===== config.mk =====
export PLATFORM = sky130hd
export DESIGN_NAME = mem_stall_ctrl
export DESIGN_NICKNAME = d
export VERILOG_FILES = /design/src/rtl/mem_stall_ctrl.sv
export SDC_FILE = /design/constraint.sdc
export NUM_CORES = 1
export LEC_CHECK = 0
export ABC_CLOCK_PERIOD_IN_PS = 2000
export CAP_MARGIN = 20
export CORE_ASPECT_RATIO = 0.6
export CORE_UTILIZATION = 35
export CTS_CLUSTER_SIZE = 25
export DETAILED_ROUTE_END_ITERATION = 10
export PLACE_DENSITY = 0.69
export SYNTH_ARGS = -nofsm -noshare
export SYNTH_HDL_FRONTEND = slang
export SYNTH_SLANG_ARGS = --single-unit

===== constraint.sdc =====
create_clock -name clk -period 2 [get_ports clk]
set_clock_uncertainty 0.05 [all_clocks]
set_input_delay 0.5 -clock clk [delete_from_list [all_inputs] [get_ports clk]]
set_output_delay 0.5 -clock clk [all_outputs]
set_load 0.01 [all_outputs]

===== src/rtl/mem_stall_ctrl.sv =====
// Memory-stage stall controller: holds EX/MEM and the upstream stages while a load/store is in flight.
// Optional watchdog compiled in with `define MEM_TIMEOUT_EN (limit set by TIMEOUT_CYCLES).
module mem_stall_ctrl #(
    parameter logic [7:0] TIMEOUT_CYCLES = 8'd32
) (
    input  logic        clk,
    input  logic        rst,
    input  logic        mem_en,
    input  logic        mem_wr,
    input  logic        mem_ack,
    input  logic        mem_done,
    output logic        mem_req,
    output logic        mem_req_wr,
    output logic        stall_XM,
    output logic        stall_up,
    output logic        bubble_MW,
    output logic        rd_capture,
    output logic [15:0] stall_cnt,
    output logic        timeout_err
);

    typedef enum logic [1:0] {
        IDLE   = 2'd0,
        ISSUE  = 2'd1,
        WAIT   = 2'd2,
        RETIRE = 2'd3
    } state_t;

    state_t state;
    logic   wr_lat;
    logic   in_access;
    logic   timeout_hit;

    assign in_access = (state == ISSUE) || (state == WAIT);

    // Stall is combinational so EX/MEM never advances in the cycle a memory op first appears.
    assign stall_XM   = ((state == IDLE) && mem_en) || in_access;
    assign stall_up   = stall_XM;
    assign bubble_MW  = stall_XM;
    assign mem_req    = (state == ISSUE);
    assign mem_req_wr = wr_lat;
    assign rd_capture = !wr_lat && !timeout_hit &&
                        (((state == ISSUE) && mem_ack && mem_done) ||
                         ((state == WAIT) && mem_done));

    always_ff @(posedge clk or posedge rst) begin
        if (rst) begin
            state     <= IDLE;
            wr_lat    <= 1'b0;
            stall_cnt <= 16'h0000;
        end else begin
            if (stall_XM) begin
                stall_cnt <= stall_cnt + 16'd1;
            end
            if (timeout_hit) begin
                state <= RETIRE;
            end else begin
                case (state)
                    IDLE: begin
                        if (mem_en) begin
                            state  <= ISSUE;
                            wr_lat <= mem_wr;
                        end
                    end
                    ISSUE: begin
                        if (mem_ack) begin
                            state <= mem_done ? RETIRE : WAIT;
                        end
                    end
                    WAIT: begin
                        if (mem_done) begin
                            state <= RETIRE;
                        end
                    end
                    RETIRE:  state <= IDLE;
                    default: state <= IDLE;
                endcase
            end
        end
    end

`ifdef MEM_TIMEOUT_EN
    logic [7:0] wd_cnt;
    logic [7:0] wd_inc;

    // Fires during the cycle that would bring the count up to the limit.
    assign wd_inc      = wd_cnt + 8'd1;
    assign timeout_hit = in_access && (wd_inc == TIMEOUT_CYCLES);

    always_ff @(posedge clk or posedge rst) begin
        if (rst) begin
            wd_cnt      <= 8'd0;
            timeout_err <= 1'b0;
        end else begin
            if ((state == IDLE) && mem_en) begin
                wd_cnt <= 8'd0;
            end else if (in_access) begin
                wd_cnt <= wd_inc;
            end
            if (timeout_hit) begin
                timeout_err <= 1'b1;
            end
        end
    end
`else
    logic timeout_unused;

    assign timeout_hit    = 1'b0;
    assign timeout_err    = 1'b0;
    assign timeout_unused = ^TIMEOUT_CYCLES;
`endif

endmodule


==> results of run 1 <==
==> worst max-delay path by stage <==
stage	start	to	slack, ns
2_1_floorplan	state[0]	stall_XM	0.28
3_3_place_gp	mem_ack	rd_capture	-0.30
3_5_place_dp	mem_ack	rd_capture	-0.37
4_1_cts	mem_en	bubble_MW	0.006
5_1_grt	state[0]	rd_capture	0.01
6_report	state[0]	rd_capture	0.10
==> worst max-delay path: stages, from the launching register on <==
cell,delay [ns]
dfrtp_1,0.39
buf_4,0.14
ha_1,0.21
a21oi_2,0.16
nor3b_2,0.05
buf_2,0.14
==> stage by stage <==
| stage | util [%] | hold slack, ns | setup WS [ns] | total power [µW] | instances |
|---|---|---|---|---|---|
| 6_report | 52.1 | 0.441 | 0.105 | 1790 | 149 |
| 5_1_grt | 52.1 | 0.462 | 0.0132 | 1950 | 149 |
| 4_1_cts | 52.3 | 0.445 | 0.00588 | 1830 | 149 |
| 3_5_place_dp | 50.8 | 0.435 | -0.368 | 1600 | 145 |
| 3_3_place_gp | 50.8 | 0.408 | -0.303 | 1580 | 145 |
| 2_1_floorplan | - | 0.401 | 0.285 | 1170 | 82 |
==> what timing repair did <==
| item | in CTS | in global routing |
|---|---|---|
| buffers inserted | 0 | 0 |
| hold buffers | 0 | 0 |
| resized for setup | 13 | 5 |
| endpoints found under the setup margin | 5 | 4 |
| hold endpoints to repair | 0 | 0 |
| cloned | 0 | 0 |
==> metal layers <==
| metal | GRT usage, % | vias to the layer above | wire length, µm | share of wire [%] |
|---|---|---|---|---|
| li1 | - | 349 | - | - |
| met1 | 19.5 | 336 | 956 | 53 |
| met2 | 22.1 | 20 | 735 | 40 |
| met3 | 5.94 | 5 | 102 | 5.6 |
| met4 | 6.00 | 0 | 25 | 1.4 |
| met5 | 0 | - | 0 | 0 |
==> registers in the layout, summed over array words and instances (netlist names) <==
| register | cells |
|---|---|
| stall_cnt | 16 |
| state | 2 |
| mem_req_wr | 1 |
==> kinds of logic (layout without fill, tap and decap cells) <==
kind of cell	Yosys count	count (layout)
muxes	3	3
AOI/OAI and AO/OA	6	6
other	1	1
xor gates and xnor gates	15	15
and+or+nand+nor	22	22
adders and majority gates	6	6
DFF	19	19
buffers and inverters	10	45
==> cell type report <==
| cell class | instances | area, µm² |
|---|---|---|
| clock buffers | 4 | 45.0 |
| fillers | 218 | 1220 |
| inverters | 5 | 18.8 |
| multi-input cells | 53 | 437 |
| flip-flops and latches | 19 | 475 |
| well taps | 32 | 40.0 |
| repair buffers | 36 | 317 |
==> where the power goes <==
group	internal [µW]	switching, µW
clock network	142	122
logic	504	409
registers	495	117
==> synth_stat cells, types with 2 or more instances <==
cell	count
a21oi_1	2
and3_1	2
and4_4	2
buf_4	3
buf_6	2
dfrtp_1	19
ha_1	6
inv_1	5
mux2_2	3
nand2_1	5
nand3_1	4
nand4_1	4
xnor2_1	13
xor2_1	2
==> metrics.md, run 1 <==
| Metric | Value |
|---|---|
| Antenna Nets Post-Route | `0` |
| Row Count | `14` |
| Setup_tns | `0 ns` |
| Sequential area share after synthesis | `49.2%` |
| Post-Synthesis Cells | `82` |
| Area growth syn-to-layout | `37.8%` |
| Worst IR drop on VDD | `0.760 mV` |
| Most frequent cells in the layout | `22 x clkdlybuf4s50_1, 19 x dfrtp_1, 13 x xnor2_1, 9 x buf_4, 6 x ha_1` |
| Main synth FF type | `dfrtp_1` |
| First-pass detailed-route iteration total | `4` |
| First-pass GRT wire length | `3330 µm` |
| Boundary Pins | `29` |
| Synth area leader | `dfrtp_1` |
| Mapped Avg Cell Area | `11.8 µm²` |
| Unique cell type count in the Yosys netlist | `24` |
| PortBufs | `27` |
| Total core area | `2560 µm²` |
| Largest family of logic cells by synthesized area | `simple AND/OR/NAND/NOR gates` |
| Number of CTS-inserted buffers | `3` |
| Data arrival, critical path | `1.35 ns` |
| Largest net degree at the start of global routing | `20` |
| RSZ-0062 raised after global routing | `no` |
| H-Tree Depth | `1` |
| Worst hold path class | `flop to flop` |
| XOR/XNOR Fraction of Synth Area | `13.6%` |
| Crit path time final | `1.90 ns` |
| Routed vias | `710` |
| Total GRT Usage | `14.9%` |
| Fin. max-slew vios | `0` |
| Initial Util | `37.8%` |
| CTS max path bufs | `2` |
| # clock sinks | `19` |
| RR Startpoint | `state[0]` |
| Status | `finished, final reports clean` |
| Root Driver | `clkbuf_8` |
| Initial antenna violation count | `0` |
| Placed inst area | `1300 µm²` |
| DRC | `0` |
| Final wirelength | `1820 µm` |
| EDFF count, synth | `0` |
| Mapped Nets | `94` |
| Setup-failing EPs final | `0` |
| Synth warn | `0` |
| WHS Path Cells | `1` |
| Setup CP Type | `flop to output port` |
| Post-Synth Simple-Gate Area | `14.6%` |
| Post-DP HPWL | `1380 µm` |
| Routed wire length per instance | `12.2 µm` |
| HP Start | `stall_cnt[15]` |
| Mux cell area share after synthesis | `3.49%` |
| TritonCTS clock tree | `done` |
| Layout Nets | `130` |
| Synth Area in Compound Gates | `4.40%` |
| Top cells by area, synth | `dfrtp_1 49%, xnor2_1 12%, ha_1 7.8%` |
| Pwr Density | `1340 nW/µm²` |
| Reg2reg setup slack | `0.19 ns` |
| Total grt overflow | `0` |
| Layout cells sized above 1 | `23.1%` |
| Number of synthesized register bits | `19` |
| Post-synth top area share | `49.2%` |
| Routability cong. | `0.735` |
| R2R Path End | `stall_cnt[11]` |
| Period utilisation layout | `94.8%` |
| Hold endpoint | `stall_cnt[15]` |
| Die W | `69.9 µm` |
| Hold Vio Cnt, Final | `0` |
| Fmax | `0.528 GHz` |
| Die Area | `2980 µm²` |
| Post-Syn Area | `967 µm²` |
| Adder-cell share of the synthesized area | `7.76%` |
| Commonest non-fill, non-tap cell in the layout | `clkdlybuf4s50_1` |
| Number of global-route vias before repair | `729` |
| CP Data Required Time | `1.45 ns` |
| CP Launch Type | `flop` |
| Share of flip-flops with an asynchronous set or reset | `100%` |
| Drt via density | `4.77` |
| Largest fanout on the critical path | `2` |
| CP endpoint kind | `output port` |
| 1st-iter DRT viols | `50` |
| Design area | `1330 µm²` |
| Reg clk slew, reported paths | `0.07 ns` |
| N_diodes | `0` |
| R2R cell count | `7` |
| Die height | `42.7 µm` |
| Leakage power | `0.000607 µW` |
| Clk Latency, worst-skew pair | `0.26 ns` |
| Total of max-cap violations | `0` |
Note: power is estimated with default switching activity, not from simulation.
==> inputs of run 2 (changes only) <==
- MAX_ROUTING_LAYER: not set -> met4
==> run 2 against run 1 <==
- die area unchanged
- via count unchanged
- critical path type unchanged
- hold slack unchanged
- sequential power about the same
- global-route usage increased by 0.43 points
- largest power group unchanged
- routed wire length increased by 0.11%
==> metrics.md, run 2 (synthesis results as in run 1) <==
| Metric | Value |
|---|---|
| Status | `finished, final reports clean` |
| Commonest non-fill, non-tap cell in the layout | `clkdlybuf4s50_1` |
| Antenna Nets Post-Route | `0` |
| Worst hold path class | `flop to flop` |
| Fmax | `0.528 GHz` |
| Setup-failing EPs final | `0` |
| Final wirelength | `1820 µm` |
| # clock sinks | `19` |
| Slowest CP cell | `dfrtp_1` |
| Leakage power | `0.000607 µW` |
| DR WL met3 | `102 µm` |
| Number of flip-flops in the largest register | `16` |
| Die height | `42.7 µm` |
| Number of CTS-inserted buffers | `3` |
| Hold endpoint | `stall_cnt[15]` |
| Crit-path cells | `buf_4 -> ha_1 -> a21oi_2 -> nor3b_2 -> buf_2` |
| First-pass GRT wire length | `3330 µm` |
| CP endpoint kind | `output port` |
| Crit path time final | `1.90 ns` |
| Routed wire length per instance | `12.2 µm` |
| Top cell family by delay on the critical path | `flip-flops` |
| Worst IR drop on VDD | `0.760 mV` |
| Number of global-route vias before repair | `729` |
| Post-DP HPWL | `1380 µm` |
| CP Launch Type | `flop` |
| Initial antenna violation count | `0` |
| Setup CP Type | `flop to output port` |
| R2R cell count | `7` |
| # fillers | `218` |
| Layout Nets | `130` |
| CTS max path bufs | `2` |
| Boundary Pins | `29` |
| Routed vias | `710` |
| Clk Latency, worst-skew pair | `0.26 ns` |
| Most frequent cells in the layout | `22 x clkdlybuf4s50_1, 19 x dfrtp_1, 13 x xnor2_1, 9 x buf_4, 6 x ha_1` |
| Reg clk slew, reported paths | `0.07 ns` |
| Largest net degree at the start of global routing | `20` |
| WL met1 | `958 µm` |
| Total GRT Usage | `15.3%` |
| Die Area | `2980 µm²` |
| Row Count | `14` |
| Most flops, register | `stall_cnt` |
| Finished Layout Cells | `149` |
| Layout cells sized above 1 | `23.1%` |
| CP peak stage delay | `0.39 ns` |
| Initial Util | `37.8%` |
| RSZ-0062 raised after global routing | `no` |
| DRC | `0` |
| Reg2reg setup slack | `0.19 ns` |
| Drt via density | `4.77` |
| PortBufs | `27` |
| Total of max-cap violations | `0` |
| Final core area utilization | `52.1%` |
| 1st-iter DRT viols | `50` |
| Total core area | `2560 µm²` |
| R2R Path End | `stall_cnt[11]` |
| Data arrival, critical path | `1.35 ns` |
| RR Startpoint | `state[0]` |
| Hold Vio Cnt, Final | `0` |
| Root Driver | `clkbuf_8` |
| WHS Path Cells | `1` |
| Period utilisation layout | `94.8%` |
| HP Start | `stall_cnt[15]` |
| DP Cell Count | `145` |
| First-pass detailed-route iteration total | `4` |
| Hold Slack | `0.441 ns` |
| Worst Path Buf+Inv | `2` |
| H-Tree Depth | `1` |
| Die W | `69.9 µm` |
| Met2 routed WL | `735 µm` |
| Top Metal Used | `met4` |
| Routability cong. | `0.744` |
| Fin. max-slew vios | `0` |
| TritonCTS clock tree | `done` |
| CP Data Required Time | `1.45 ns` |
| Pwr Density | `1340 nW/µm²` |
| Area growth syn-to-layout | `37.8%` |
| Largest fanout on the critical path | `2` |
| N_diodes | `0` |
| Total grt overflow | `0` |
run 2: cell counts in the layout (fill, tap and decap cells not counted):
No cell type changed its count.
run 2: cell type report:
| type | count | area [µm²] | share of cell area [%] |
|---|---|---|---|
| Timing Repair Buffer | 36 | 317 | 23.8 |
| Clock buffer | 4 | 45.0 | 3.38 |
| Inverter | 5 | 18.8 | 1.41 |
| Sequential cell | 19 | 475 | 35.7 |
| Tap cell | 32 | 40.0 | 3.00 |
| Multi-Input combinational cell | 53 | 437 | 32.8 |
run 2: worst max path at each step:
stage,start,endpoint,slack (ns),cells after the start
floorplan,state[0],stall_XM,0.28,5
global placement,mem_ack,rd_capture,-0.30,4
global route,state[0],rd_capture,0.01,5
finish,state[0],rd_capture,0.10,5
detailed placement,mem_ack,rd_capture,-0.37,4
CTS,mem_en,bubble_MW,0.006,3
run 2: power breakdown:
part | total (µW) | internal, µW | switching [µW] | leakage [µW]
Clock | 264 | 142 | 122 | 0.0000228
Sequential | 612 | 495 | 117 | 0.000246
Combinational | 912 | 503 | 409 | 0.000338
run 2: timing repair:
| action | in CTS | in global routing |
|---|---|---|
| setup endpoints to repair | 5 | 4 |
| setup buffers | 0 | 0 |
| gates resized for setup | 13 | 5 |
| hold buffers | 0 | 0 |
run 2: through the flow:
stage	worst slack [ns]	instance area, µm²	total power, µW	TNS, ns
final	0.105	1330	1790	0
after detailed placement	-0.368	1300	1600	-2.31
after global placement	-0.303	1300	1580	-1.92
after floorplan	0.285	967	1170	0
after global routing	0.0132	1330	1950	0
after CTS	0.00588	1340	1830	0
run 2: per-layer routing:
layer  track usage (%)  vias up
met5                 -        -
met4              6.00        0
met1              19.5      336
li1                  -      349
met2              22.1       20
met3              5.94        5
==> inputs of run 3 (changes only) <==
- REMOVE_ABC_BUFFERS: not set -> 1
==> run 3 against run 2 <==
- critical path depth rose by 1
- hold slack got worse by 0.019 ns
- via count rose by 3.4%
- largest power group unchanged
- highest routed layer unchanged
==> metrics.md, run 3 (synthesis results as in run 1) <==
| Metric | Value |
|---|---|
| Crit-path cells | `buf_4 -> buf_4 -> ha_2 -> a21oi_1 -> nor3b_1 -> buf_2` |
| RSZ-0062 raised after global routing | `yes` |
| Top cell family by delay on the critical path | `flip-flops` |
| WL met1 | `1020 µm` |
| # clock sinks | `19` |
| DP Cell Count | `145` |
| H-Tree Depth | `1` |
| PortBufs | `27` |
| Largest net degree at the start of global routing | `20` |
| Die W | `69.9 µm` |
| Number of flip-flops in the largest register | `16` |
| DRC | `0` |
| Initial antenna violation count | `0` |
| Data arrival, critical path | `1.41 ns` |
| Area growth syn-to-layout | `43.6%` |
| First-pass GRT wire length | `3510 µm` |
| Setup_tns | `0 ns` |
| Setup CP Type | `flop to output port` |
| Initial Util | `37.8%` |
| Boundary Pins | `29` |
| Slowest CP cell | `dfrtp_1` |
| Routability cong. | `0.848` |
| Number of CTS-inserted buffers | `3` |
| Setup-failing EPs final | `0` |
| CP Data Required Time | `1.45 ns` |
| Worst Path Buf+Inv | `3` |
| Most used cell, CP | `buf_4` |
| CP endpoint kind | `output port` |
| Most flops, register | `stall_cnt` |
| Met2 routed WL | `941 µm` |
| Crit path time final | `1.96 ns` |
| First-pass detailed-route iteration total | `3` |
| Most frequent cells in the layout | `21 x clkdlybuf4s50_1, 19 x dfrtp_1, 13 x buf_4, 12 x xnor2_1, 5 x nand2_1` |
| CP peak stage delay | `0.40 ns` |
| Row Count | `14` |
| DR WL met3 | `120 µm` |
| CTS max path bufs | `2` |
| Fin. max-slew vios | `0` |
| TritonCTS clock tree | `done` |
| Total core area | `2560 µm²` |
| Post-DP HPWL | `1570 µm` |
| Total of max-cap violations | `0` |
| CP Launch Type | `flop` |
| Leakage power | `0.000642 µW` |
| Total power | `1910 µW` |
| Clk Latency, worst-skew pair | `0.25 ns` |
| Total GRT Usage | `16.3%` |
| Commonest non-fill, non-tap cell in the layout | `clkdlybuf4s50_1` |
| Worst hold path class | `flop to flop` |
| Top Metal Used | `met4` |
| Root Driver | `clkbuf_8` |
| Finished Layout Cells | `153` |
| Reg clk slew, reported paths | `0.07 ns` |
| N_diodes | `0` |
| Number of global-route vias before repair | `731` |
| Die Area | `2980 µm²` |
| Layout cells sized above 1 | `28.9%` |
| Final wirelength | `2090 µm` |
| Largest fanout on the critical path | `2` |
| Total grt overflow | `0` |
| Fmax | `0.509 GHz` |
| Post-route setup slack | `0.0367 ns` |
| Reg2reg setup slack | `0.14 ns` |
| 1st-iter DRT viols | `21` |
| Worst IR drop on VDD | `1.06 mV` |
| Pwr Density | `1380 nW/µm²` |
| Antenna Nets Post-Route | `0` |
| Die height | `42.7 µm` |
| Hold Vio Cnt, Final | `0` |
| DP Worst Slack | `-0.338 ns` |
| Drt via density | `4.80` |
| Status | `finished, final reports clean` |
| Period utilisation layout | `98.2%` |
| Routed vias | `734` |
| Layout Nets | `134` |
| Routed wire length per instance | `13.7 µm` |
[run 3: worst paths after layout]
path,cells after the start,startpoint,endpoint
max,6,state[0],rd_capture
min,1,stall_cnt[15],stall_cnt[15]
max reg2reg,8,state[0],stall_cnt[5]
min reg2reg,1,stall_cnt[15],stall_cnt[15]
max in group asynchronous,3,rst,mem_req_wr
min in group asynchronous,3,rst,stall_cnt[3]
[run 3: what timing repair did]
action	in CTS	in global routing
gates resized for setup	12	13
setup buffers	1	3
endpoints found under the setup margin	5	12
hold buffers	0	0
pin swaps	1	5
[run 3: layout make-up]
type | count | area (µm²)
fillers | 221 | 1170
flip-flops and latches | 19 | 475
multi-input cells | 53 | 458
repair buffers | 40 | 350
clock buffers | 3 | 41.3
well taps | 32 | 40.0
inverters | 5 | 18.8
clock inverters | 1 | 5.00
[run 3: layer usage]
layer	global-route usage, %	up-vias
met1	19.9	353
met5	-	-
met2	25.6	23
met4	4.80	0
met3	6.18	2
li1	-	356
[run 3: worst reg2reg max path, stage by stage (launching register included)]
cell and delay (ns):
dfrtp_1 0.40, inv_2 0.11, ha_4 0.21, a21o_1 0.20, buf_4 0.14, buf_4 0.15, and4_4 0.22, buf_4 0.14
xor2_1 0.13
[run 3: power breakdown]
group | internal, µW | leakage, µW | switching [µW]
combinational | 580 | 0.000370 | 455
clock | 138 | 0.0000255 | 121
sequential | 495 | 0.000246 | 123
total | 1210 | 0.000642 | 700
[run 3: through the flow]
step | util [%] | hold WS (ns) | instance area (µm²)
after floorplan | - | 0.401 | 922
after global placement | 50.8 | 0.409 | 1300
after detailed placement | 50.8 | 0.413 | 1300
after CTS | 52.7 | 0.427 | 1350
after global routing | 54.3 | 0.455 | 1390
final | 54.3 | 0.422 | 1390
